$ cat config.mk
export PLATFORM = sky130hd
export DESIGN_NAME = pack_distributor
export DESIGN_NICKNAME = d
export VERILOG_FILES = /design/src/rtl/pd_pkg.sv /design/src/rtl/pd_unpack_buf.sv /design/src/rtl/pack_distributor.sv
export SDC_FILE = /design/constraint.sdc
export NUM_CORES = 1
export LEC_CHECK = 0
export CORE_ASPECT_RATIO = 0.7
export CORE_MARGIN = 4
export CORE_UTILIZATION = 38
export CTS_CLUSTER_DIAMETER = 40
export DETAILED_ROUTE_END_ITERATION = 8
export MAX_ROUTING_LAYER = met4
export PLACE_DENSITY = 0.83
export SYNTH_ARGS = -nofsm -noshare
export SYNTH_HDL_FRONTEND = slang
export SYNTH_SLANG_ARGS = --single-unit
$ cat constraint.sdc
create_clock -name clk -period 2.2 [get_ports clk]
set_input_delay 0.22 -clock clk [delete_from_list [all_inputs] [get_ports clk]]
set_output_delay 0.22 -clock clk [all_outputs]
set_load 0.02 [all_outputs]
$ cat src/rtl/pd_pkg.sv
// Shared constants, state encoding and helpers for the pack distributor and its
// companion aggregator.
package pd_pkg;
  localparam int PD_DATA_W = 8;
  localparam int PD_N_CH   = 8;
  localparam int PD_PACK   = 3;
  localparam int CNT_W     = 2;

  typedef enum logic {
    IDLE   = 1'b0,
    UNPACK = 1'b1
  } state_e;

  function automatic int unsigned next_ch(input int unsigned ptr, input int unsigned n_ch);
    return (ptr + 1 >= n_ch) ? 0 : ptr + 1;
  endfunction

  // Clamp a requested sub-word count to the pack size.
  function automatic logic [CNT_W-1:0] sat_cnt(input logic [CNT_W-1:0] cnt,
                                               input logic [CNT_W-1:0] pack);
    return (cnt >= pack) ? pack : cnt;
  endfunction
endpackage

$ cat src/rtl/pd_unpack_buf.sv
// Holds one packed word and walks its sub-words in order; flags the last valid one.
module pd_unpack_buf
  import pd_pkg::*;
#(
  parameter int DATA_W = PD_DATA_W,
  parameter int PACK   = PD_PACK
) (
  input  logic                   clk,
  input  logic                   reset_n,
  input  logic                   load,
  input  logic [PACK*DATA_W-1:0] load_data,
  input  logic [CNT_W-1:0]       load_cnt,
  input  logic                   advance,
  output logic [DATA_W-1:0]      sub_word,
  output logic                   last
);

  logic [PACK*DATA_W-1:0] pack_q, pack_d;
  logic [CNT_W-1:0]       sub_idx_q, sub_idx_d;
  logic [CNT_W-1:0]       cnt_reg_q, cnt_reg_d;

  always_comb begin
    pack_d    = pack_q;
    sub_idx_d = sub_idx_q;
    cnt_reg_d = cnt_reg_q;
    // A load on the same edge as the final delivery replaces the word outright.
    if (load) begin
      pack_d    = load_data;
      sub_idx_d = '0;
      cnt_reg_d = load_cnt;
    end else if (advance) begin
      sub_idx_d = sub_idx_q + CNT_W'(1);
    end
  end

  always_comb begin
    sub_word = '0;
    for (int k = 0; k < PACK; k++) begin
      if (sub_idx_q == CNT_W'(k)) sub_word = pack_q[k*DATA_W +: DATA_W];
    end
    last = (sub_idx_q == cnt_reg_q - CNT_W'(1));
  end

  always_ff @(posedge clk) begin
    if (!reset_n) begin
      pack_q    <= '0;
      sub_idx_q <= '0;
      cnt_reg_q <= '0;
    end else begin
      pack_q    <= pack_d;
      sub_idx_q <= sub_idx_d;
      cnt_reg_q <= cnt_reg_d;
    end
  end

endmodule

$ cat src/rtl/pack_distributor.sv
// Unpacks packed words and deals sub-words round-robin, in strict channel order,
// to per-channel valid/ready sinks.
module pack_distributor
  import pd_pkg::*;
#(
  parameter int DATA_W = PD_DATA_W,
  parameter int N_CH   = PD_N_CH,
  parameter int PACK   = PD_PACK
) (
  input  logic                           clk,
  input  logic                           reset_n,
  input  logic [PACK*DATA_W-1:0]         in_data,
  input  logic [CNT_W-1:0]               in_cnt,
  input  logic                           in_valid,
  output logic                           in_ready,
  output logic [N_CH-1:0][DATA_W-1:0]    out_data,
  output logic [N_CH-1:0]                out_valid,
  input  logic [N_CH-1:0]                out_ready,
  output logic                           err_cnt0,
  output logic [15:0]                    sent_cnt
);

  localparam int CH_W = (N_CH > 1) ? $clog2(N_CH) : 1;

  state_e            state_q, state_d;
  logic [CH_W-1:0]   ch_ptr_q, ch_ptr_d;
  logic              err_cnt0_q, err_cnt0_d;
  logic [15:0]       sent_cnt_q, sent_cnt_d;

  logic              deliver, accept, legal, load;
  logic [DATA_W-1:0] sub_word;
  logic              last;

  pd_unpack_buf #(
    .DATA_W (DATA_W),
    .PACK   (PACK)
  ) u_buf (
    .clk       (clk),
    .reset_n   (reset_n),
    .load      (load),
    .load_data (in_data),
    .load_cnt  (sat_cnt(in_cnt, CNT_W'(PACK))),
    .advance   (deliver),
    .sub_word  (sub_word),
    .last      (last)
  );

  always_comb begin
    deliver    = (state_q == UNPACK) & out_ready[ch_ptr_q];
    // Ready on the final delivery lets the next word follow with no bubble.
    in_ready   = (state_q == IDLE) | (deliver & last);
    accept     = in_valid & in_ready;
    legal      = (in_cnt != '0);
    load       = accept & legal;

    state_d    = state_q;
    if (load)                 state_d = UNPACK;
    else if (deliver & last)  state_d = IDLE;

    ch_ptr_d   = deliver ? CH_W'(next_ch(32'(ch_ptr_q), N_CH)) : ch_ptr_q;
    err_cnt0_d = accept & ~legal;
    sent_cnt_d = deliver ? sent_cnt_q + 16'd1 : sent_cnt_q;

    out_valid  = '0;
    out_data   = '0;
    if (state_q == UNPACK) begin
      out_valid[ch_ptr_q] = 1'b1;
      out_data[ch_ptr_q]  = sub_word;
    end
  end

  assign err_cnt0 = err_cnt0_q;
  assign sent_cnt = sent_cnt_q;

  always_ff @(posedge clk) begin
    if (!reset_n) begin
      state_q    <= IDLE;
      ch_ptr_q   <= '0;
      err_cnt0_q <= 1'b0;
      sent_cnt_q <= '0;
    end else begin
      state_q    <= state_d;
      ch_ptr_q   <= ch_ptr_d;
      err_cnt0_q <= err_cnt0_d;
      sent_cnt_q <= sent_cnt_d;
    end
  end

endmodule

==> results.json, run 1 <==
{
  "status": "finished clean",
  "synth_cells": 378,
  "total_power_mw": 1.966,
  "crit_type": "register to primary output",
  "final_util_pct": 64.72,
  "final_hold_viol_count": 0,
  "final_cells": 618,
  "setup_tns_ns": 0,
  "clock.fmax_mhz": 464.3,
  "maxSlewViolCount": 0,
  "maxSlewHeadroom_pct": 64.26,
  "synth.avg_cell_area_um2": 7.381,
  "synth_commonest_cells": "74 x nor2_1, 70 x nand2_1, 49 x dfxtp_1, 31 x mux2i_1, 27 x a21oi_1",
  "r2r_start": "ch_ptr_q[1]",
  "cts_hold_buf": 0,
  "drive_above_1_share_pct": 19.85,
  "yosys-top-cells-area": "dfxtp_1 35%, mux2i_1 11%, nor2_1 10%",
  "cts_tree": "yes",
  "die_height_um": 79.69,
  "ys.flop_type": "dfxtp_1",
  "synthDistinctLibCells": 39,
  "yosys_warnings": 0,
  "ir_worst_vdd_mv": 0.2723,
  "crit_chain": "and2_1, a22o_1, nor3_1, nor2_1, inv_1, dlygate4sd2_1",
  "cts_inserted_buffers": 5,
  "post-route-period-util_pct": 97.89,
  "place_congestion": 0.8983,
  "post-dp-hpwl_um": 7071,
  "min_period_ns": 2.154,
  "drtIter0Drc": 246,
  "syn_nets": 420,
  "start_util_pct": 40.18,
  "die_x_um": 110.4,
  "yosysTopAreaCellShare_pct": 35.16,
  "critPathArrivalTime_ns": 1.93,
  "dp_cells": 603,
  "clk_pin_slew_ns": 0.09,
  "wl_per_cell_um": 15.51,
  "critPathLaunchType": "register",
  "worst_path_dominant_cell_family": "simple AND/OR/NAND/NOR gates",
  "rows": 25,
  "slowest_stage": "dfxtp_1",
  "synth-edff-count": 0,
  "antenna_left": 0,
  "final_cell_area_um2": 4494,
  "end_kind": "primary output",
  "synth_top_cell_by_area": "dfxtp_1",
  "num-fill-cells": 602,
  "finish.net_count": 565,
  "root_buffer": "clkbuf_8",
  "grt_pass1_vias": 2992,
  "min_from": "reset_n",
  "yosysSeqAreaShare_pct": 35.16,
  "ioPinCount": 127,
  "routed_via_density": 5.086,
  "portBuffers": 126,
  "reg2reg_slack_ns": 0.12,
  "skew_ns": 0.005403,
  "track_usage_pct": 21.56,
  "clock_latency_ns": 0.30,
  "clock_path_buffers": 2,
  "dr_total_vias": 3143,
  "worst_pin_slew_ns": 0.5329,
  "critPathMaxStageDelay_ns": 0.36,
  "overflow": 0,
  "place_area_um2": 4265,
  "antennaDiodeCount": 0,
  "antenna_found_initial": 0,
  "powerDensity_nw_per_um2": 437.5,
  "synth.most_common_cell": "nor2_1",
  "hold_class": "input pin to register",
  "htreeDepth": 2,
  "drv_cap": 0,
  "synthArstFlopShare_pct": 0,
  "netlist_area_um2": 2790,
  "leakage_nw": 2.082,
  "grt_pass1_wl_um": 15250,
  "drcViolationCount": 0,
  "crit_buf_inv": 2,
  "ys_ff_latch": 49,
  "syn2layout_area_growth_pct": 61.08,
  "die_area_um2": 8799,
  "final-setup-viol-count": 0,
  "crit_fanout": 6,
  "startpoint": "ch_ptr_q[1]",
  "grt_max_degree": 32,
  "clock-sinks": 49,
  "core_area_um2": 6944,
  "cp.required_ns": 1.98,
  "drtPass1Iterations": 5,
  "wirelength_um": 9584
}
==> cells by family (layout without fill, tap and decap cells) <==
logic type	Yosys count	count (layout)	synth area share [%]
flops	49	49	35.16
mux	31	31	11.12
compound gates	54	54	12.11
buf+inv	37	183	6.278
simple gates	196	196	31.21
fa+ha+maj	5	5	2.242
xor+xnor	6	6	1.883
==> routing by layer <==
layer | GRT usage (%) | wire length [µm] | vias to the layer above
met5 | - | 0 | -
met4 | 6.273 | 130 | 0
met3 | 3.333 | 600 | 10
met2 | 36.68 | 4538 | 114
met1 | 26.86 | 4315 | 1456
li1 | - | - | 1563
==> power breakdown <==
part	switching [mW]	leakage, nW	internal [mW]	total [mW]
clock network	0.312	0.0518	0.261	0.573
registers	0.0380	0.400	0.929	0.967
logic	0.218	1.63	0.208	0.427
==> worst reg2reg max path, delay by kind of cell (launching register included) <==
kind,cells,cell delay (ns)
AO/OA/AOI/OAI,2,0.43
flip-flops,1,0.36
AND/OR/NAND/NOR,3,1.21
==> final timing paths <==
kind,end,cells past startpoint
max,in_ready,6
min,err_cnt0,3
max reg2reg,sent_cnt[15],5
min reg2reg,u_buf.pack_q[6],2
==> layout by cell type, fill, tap and decap left out, drive strengths merged <==
master,instances
nor2b,6
nor2,74
buf,36
or3,7
o211ai,1
o31ai,3
clkbuf,32
o21a,3
o211a,2
inv,16
and2,1
a21o,1
clkdlybuf4s15,10
a21oi,27
xor2,1
nor4,5
xnor2,5
o21ai,7
mux2i,31
a22o,2
o221a,1
ha,5
nand3b,8
a22oi,2
and4,1
nand2,70
dlygate4sd2,16
o2bb2ai,2
nor3,4
nand3,12
clkinv,3
o31a,2
dfxtp,49
a311oi,1
or4,3
clkdlybuf4s50,54
nand4,5
dlymetal6s2s,16
==> state kept, by name (all words and copies together), names as in the netlist <==
register         flops
ch_ptr_q             3
err_cnt0             1
sent_cnt            16
state_q              1
u_buf.cnt_reg_q      2
u_buf.pack_q        24
u_buf.sub_idx_q      2
==> through the flow <==
stage	worst slack, ns	hold WS (ns)
after floorplan	0.1807	0.2955
final	0.04632	0.3893
after detailed placement	-0.2865	0.4512
after global routing	-0.02368	0.4237
after CTS	-0.2367	0.3905
after global placement	-0.1927	0.4463
==> cell type report <==
class / instances / area, µm² / share of cell area [%]
Clock inverter: 2 / 17.52 / 0.3898
Clock buffer: 6 / 82.58 / 1.837
Multi-Input combinational cell: 292 / 1831 / 40.73
Timing Repair Buffer: 158 / 1399 / 31.12
Tap cell: 94 / 117.6 / 2.617
Inverter: 17 / 63.81 / 1.420
Sequential cell: 49 / 983.4 / 21.88
==> repair_timing <==
action	4_1_cts	5_1_grt
endpoints found under the setup margin	71	70
endpoints found under the hold margin	0	0
resized for setup	89	95
pin swaps	0	4
buffers inserted	4	3
No activity file was read; power rests on OpenSTA's default activity.
==> inputs of run 2 (changes only) <==
--- a/config.mk
+++ b/config.mk
@@ -7,11 +7,11 @@
 export LEC_CHECK = 0
 export CORE_ASPECT_RATIO = 0.7
 export CORE_MARGIN = 4
-export CORE_UTILIZATION = 38
+export CORE_UTILIZATION = 42
 export CTS_CLUSTER_DIAMETER = 40
 export DETAILED_ROUTE_END_ITERATION = 8
 export MAX_ROUTING_LAYER = met4
-export PLACE_DENSITY = 0.83
+export PLACE_DENSITY = 0.87
 export SYNTH_ARGS = -nofsm -noshare
 export SYNTH_HDL_FRONTEND = slang
 export SYNTH_SLANG_ARGS = --single-unit
==> constraint.sdc (replaced) <==
create_clock -name clk -period 2.3 [get_ports clk]
set_input_delay 0.23 -clock clk [delete_from_list [all_inputs] [get_ports clk]]
set_output_delay 0.23 -clock clk [all_outputs]
set_load 0.02 [all_outputs]
==> results.json, run 2 (synthesis results as in run 1) <==
{
  "hold_class": "input pin to register",
  "root_buffer": "clkbuf_8",
  "grt_pass1_vias": 2992,
  "drive_above_1_share_pct": 15.64,
  "finish.net_count": 559,
  "post-place-ws_ns": -0.1988,
  "end_kind": "primary output",
  "powerDensity_nw_per_um2": 420.5,
  "track_usage_pct": 22.82,
  "die_x_um": 105.4,
  "syn2layout_area_growth_pct": 54.53,
  "critPathArrivalTime_ns": 2.01,
  "antenna_found_initial": 0,
  "drtPass1Iterations": 5,
  "cts_inserted_buffers": 5,
  "slowest_stage": "clkdlybuf4s50_1",
  "critPathLaunchType": "register",
  "place_congestion": 0.8751,
  "crit_type": "register to primary output",
  "drv_cap": 0,
  "final_cell_mix": "73 x nor2_1, 69 x nand2_1, 59 x clkdlybuf4s50_1",
  "r2r_start": "ch_ptr_q[2]",
  "setup_tns_ns": 0,
  "r2r_end": "sent_cnt[15]",
  "leakage_nw": 1.811,
  "min_period_ns": 2.242,
  "clock_path_buffers": 2,
  "htreeDepth": 2,
  "portBuffers": 126,
  "rows": 24,
  "ir_worst_vdd_mv": 0.2615,
  "final_common_cell": "nor2_1",
  "grt_max_degree": 54,
  "clk_pin_slew_ns": 0.09,
  "grt_pass1_wl_um": 14820,
  "largest_reg_flops": 24,
  "dr_total_vias": 3139,
  "cp.required_ns": 2.07,
  "die_height_um": 76.20,
  "start_util_pct": 44.04,
  "startpoint": "ch_ptr_q[0]",
  "routed_via_density": 5.154,
  "drcViolationCount": 0,
  "crit_chain": "buf_4, nor2b_1, nand3_2, inv_1, clkdlybuf4s50_1",
  "postLayoutSetupSlackWorst_ns": 0.05787,
  "ioPinCount": 127,
  "final-setup-viol-count": 0,
  "final_hold_viol_count": 0,
  "core_area_um2": 6336,
  "die_area_um2": 8032,
  "wl_per_cell_um": 15.29,
  "hold_depth": 2,
  "final_cells": 609,
  "clock_latency_ns": 0.30,
  "maxSlewViolCount": 0,
  "drtIter0Drc": 231,
  "clock.fmax_mhz": 446.0,
  "r2r_cells": 5,
  "dp_cells": 593,
  "largest-register": "u_buf.pack_q",
  "worstHoldEndpoint": "sent_cnt[14]",
  "cts_hold_buf": 0,
  "status": "finished clean",
  "crit_fanout": 9,
  "worst_pin_slew_ns": 0.5218,
  "overflow": 0,
  "critPathMaxStageDelay_ns": 0.61,
  "post-dp-hpwl_um": 6977,
  "num-fill-cells": 541,
  "reg2reg_slack_ns": 0.20,
  "antenna_left": 0,
  "final_util_pct": 68.05,
  "cts_tree": "yes",
  "skew_ns": 0.008102,
  "hold_slack_ns": 0.2467,
  "rsz0062_at_grt": "true",
  "post-route-period-util_pct": 97.48,
  "maxSlewHeadroom_pct": 65.00,
  "antennaDiodeCount": 0,
  "min_from": "reset_n",
  "clock-sinks": 49,
  "wirelength_um": 9312
}
-- run 2: cell count changes in the layout (fill, tap and decap cells not counted), sizes merged --
cell / previous run / this run
clkinv: 3 / 2
buf: 36 / 27
dlygate4sd2: 16 / 32
inv: 16 / 15
clkdlybuf4s50: 54 / 59
clkbuf: 32 / 30
dlymetal6s2s: 16 / 1
clkinvlp: 0 / 1
-- run 2: worst max-delay path, delay by kind of cell, from the launching register on --
| family | cells | cell delay [ns] |
|---|---|---|
| buffers and inverters | 3 | 0.89 |
| DFF | 1 | 0.37 |
| and+or+nand+nor | 2 | 0.44 |
-- run 2: cell type report --
type / count / area [µm²] / share of cell area [%]
flip-flops and latches: 49 / 984.7 / 22.84
repair buffers: 152 / 1324 / 30.70
inverters: 17 / 63.81 / 1.480
multi-input cells: 292 / 1742 / 40.39
clock inverters: 1 / 7.507 / 0.1741
well taps: 91 / 113.9 / 2.641
clock buffers: 7 / 76.32 / 1.770
-- run 2: report_power, final --
part / leakage [nW] / internal, mW / switching [mW]
clock network: 0.0385 / 0.216 / 0.282
registers: 0.401 / 0.888 / 0.0353
logic: 1.37 / 0.189 / 0.202
total: 1.81 / 1.29 / 0.520
-- run 2: how the worst max path moves through the flow --
stage / to / slack [ns] / cells past startpoint
finish: out_valid[6] / 0.06 / 5
global route: out_valid[6] / -0.03 / 5
CTS: out_data[38] / -0.04 / 8
detailed placement: out_data[0] / -0.20 / 7
global placement: out_data[8] / -0.11 / 7
floorplan: u_buf.pack_q[0] / 0.28 / 8
-- run 2: routing by layer --
layer	vias up	share of wire, %	track usage [%]
met2	125	46	37.79
met3	17	7.4	4.911
met5	-	0	-
met1	1445	44	27.82
met4	0	2.0	7.077
li1	1552	-	-
-- run 2: timing repair --
item,in CTS,in global routing
setup buffers,6,2
setup endpoints to repair,70,61
pin swaps,1,0
resized for setup,81,68
-- run 2: metrics by stage --
stage / total power [mW] / instance area, µm²
3_3_place_gp: 1.287 / 4209
2_1_floorplan: 1.139 / 2790
3_5_place_dp: 1.298 / 4209
6_report: 1.813 / 4312
4_1_cts: 1.804 / 4318
5_1_grt: 1.892 / 4312
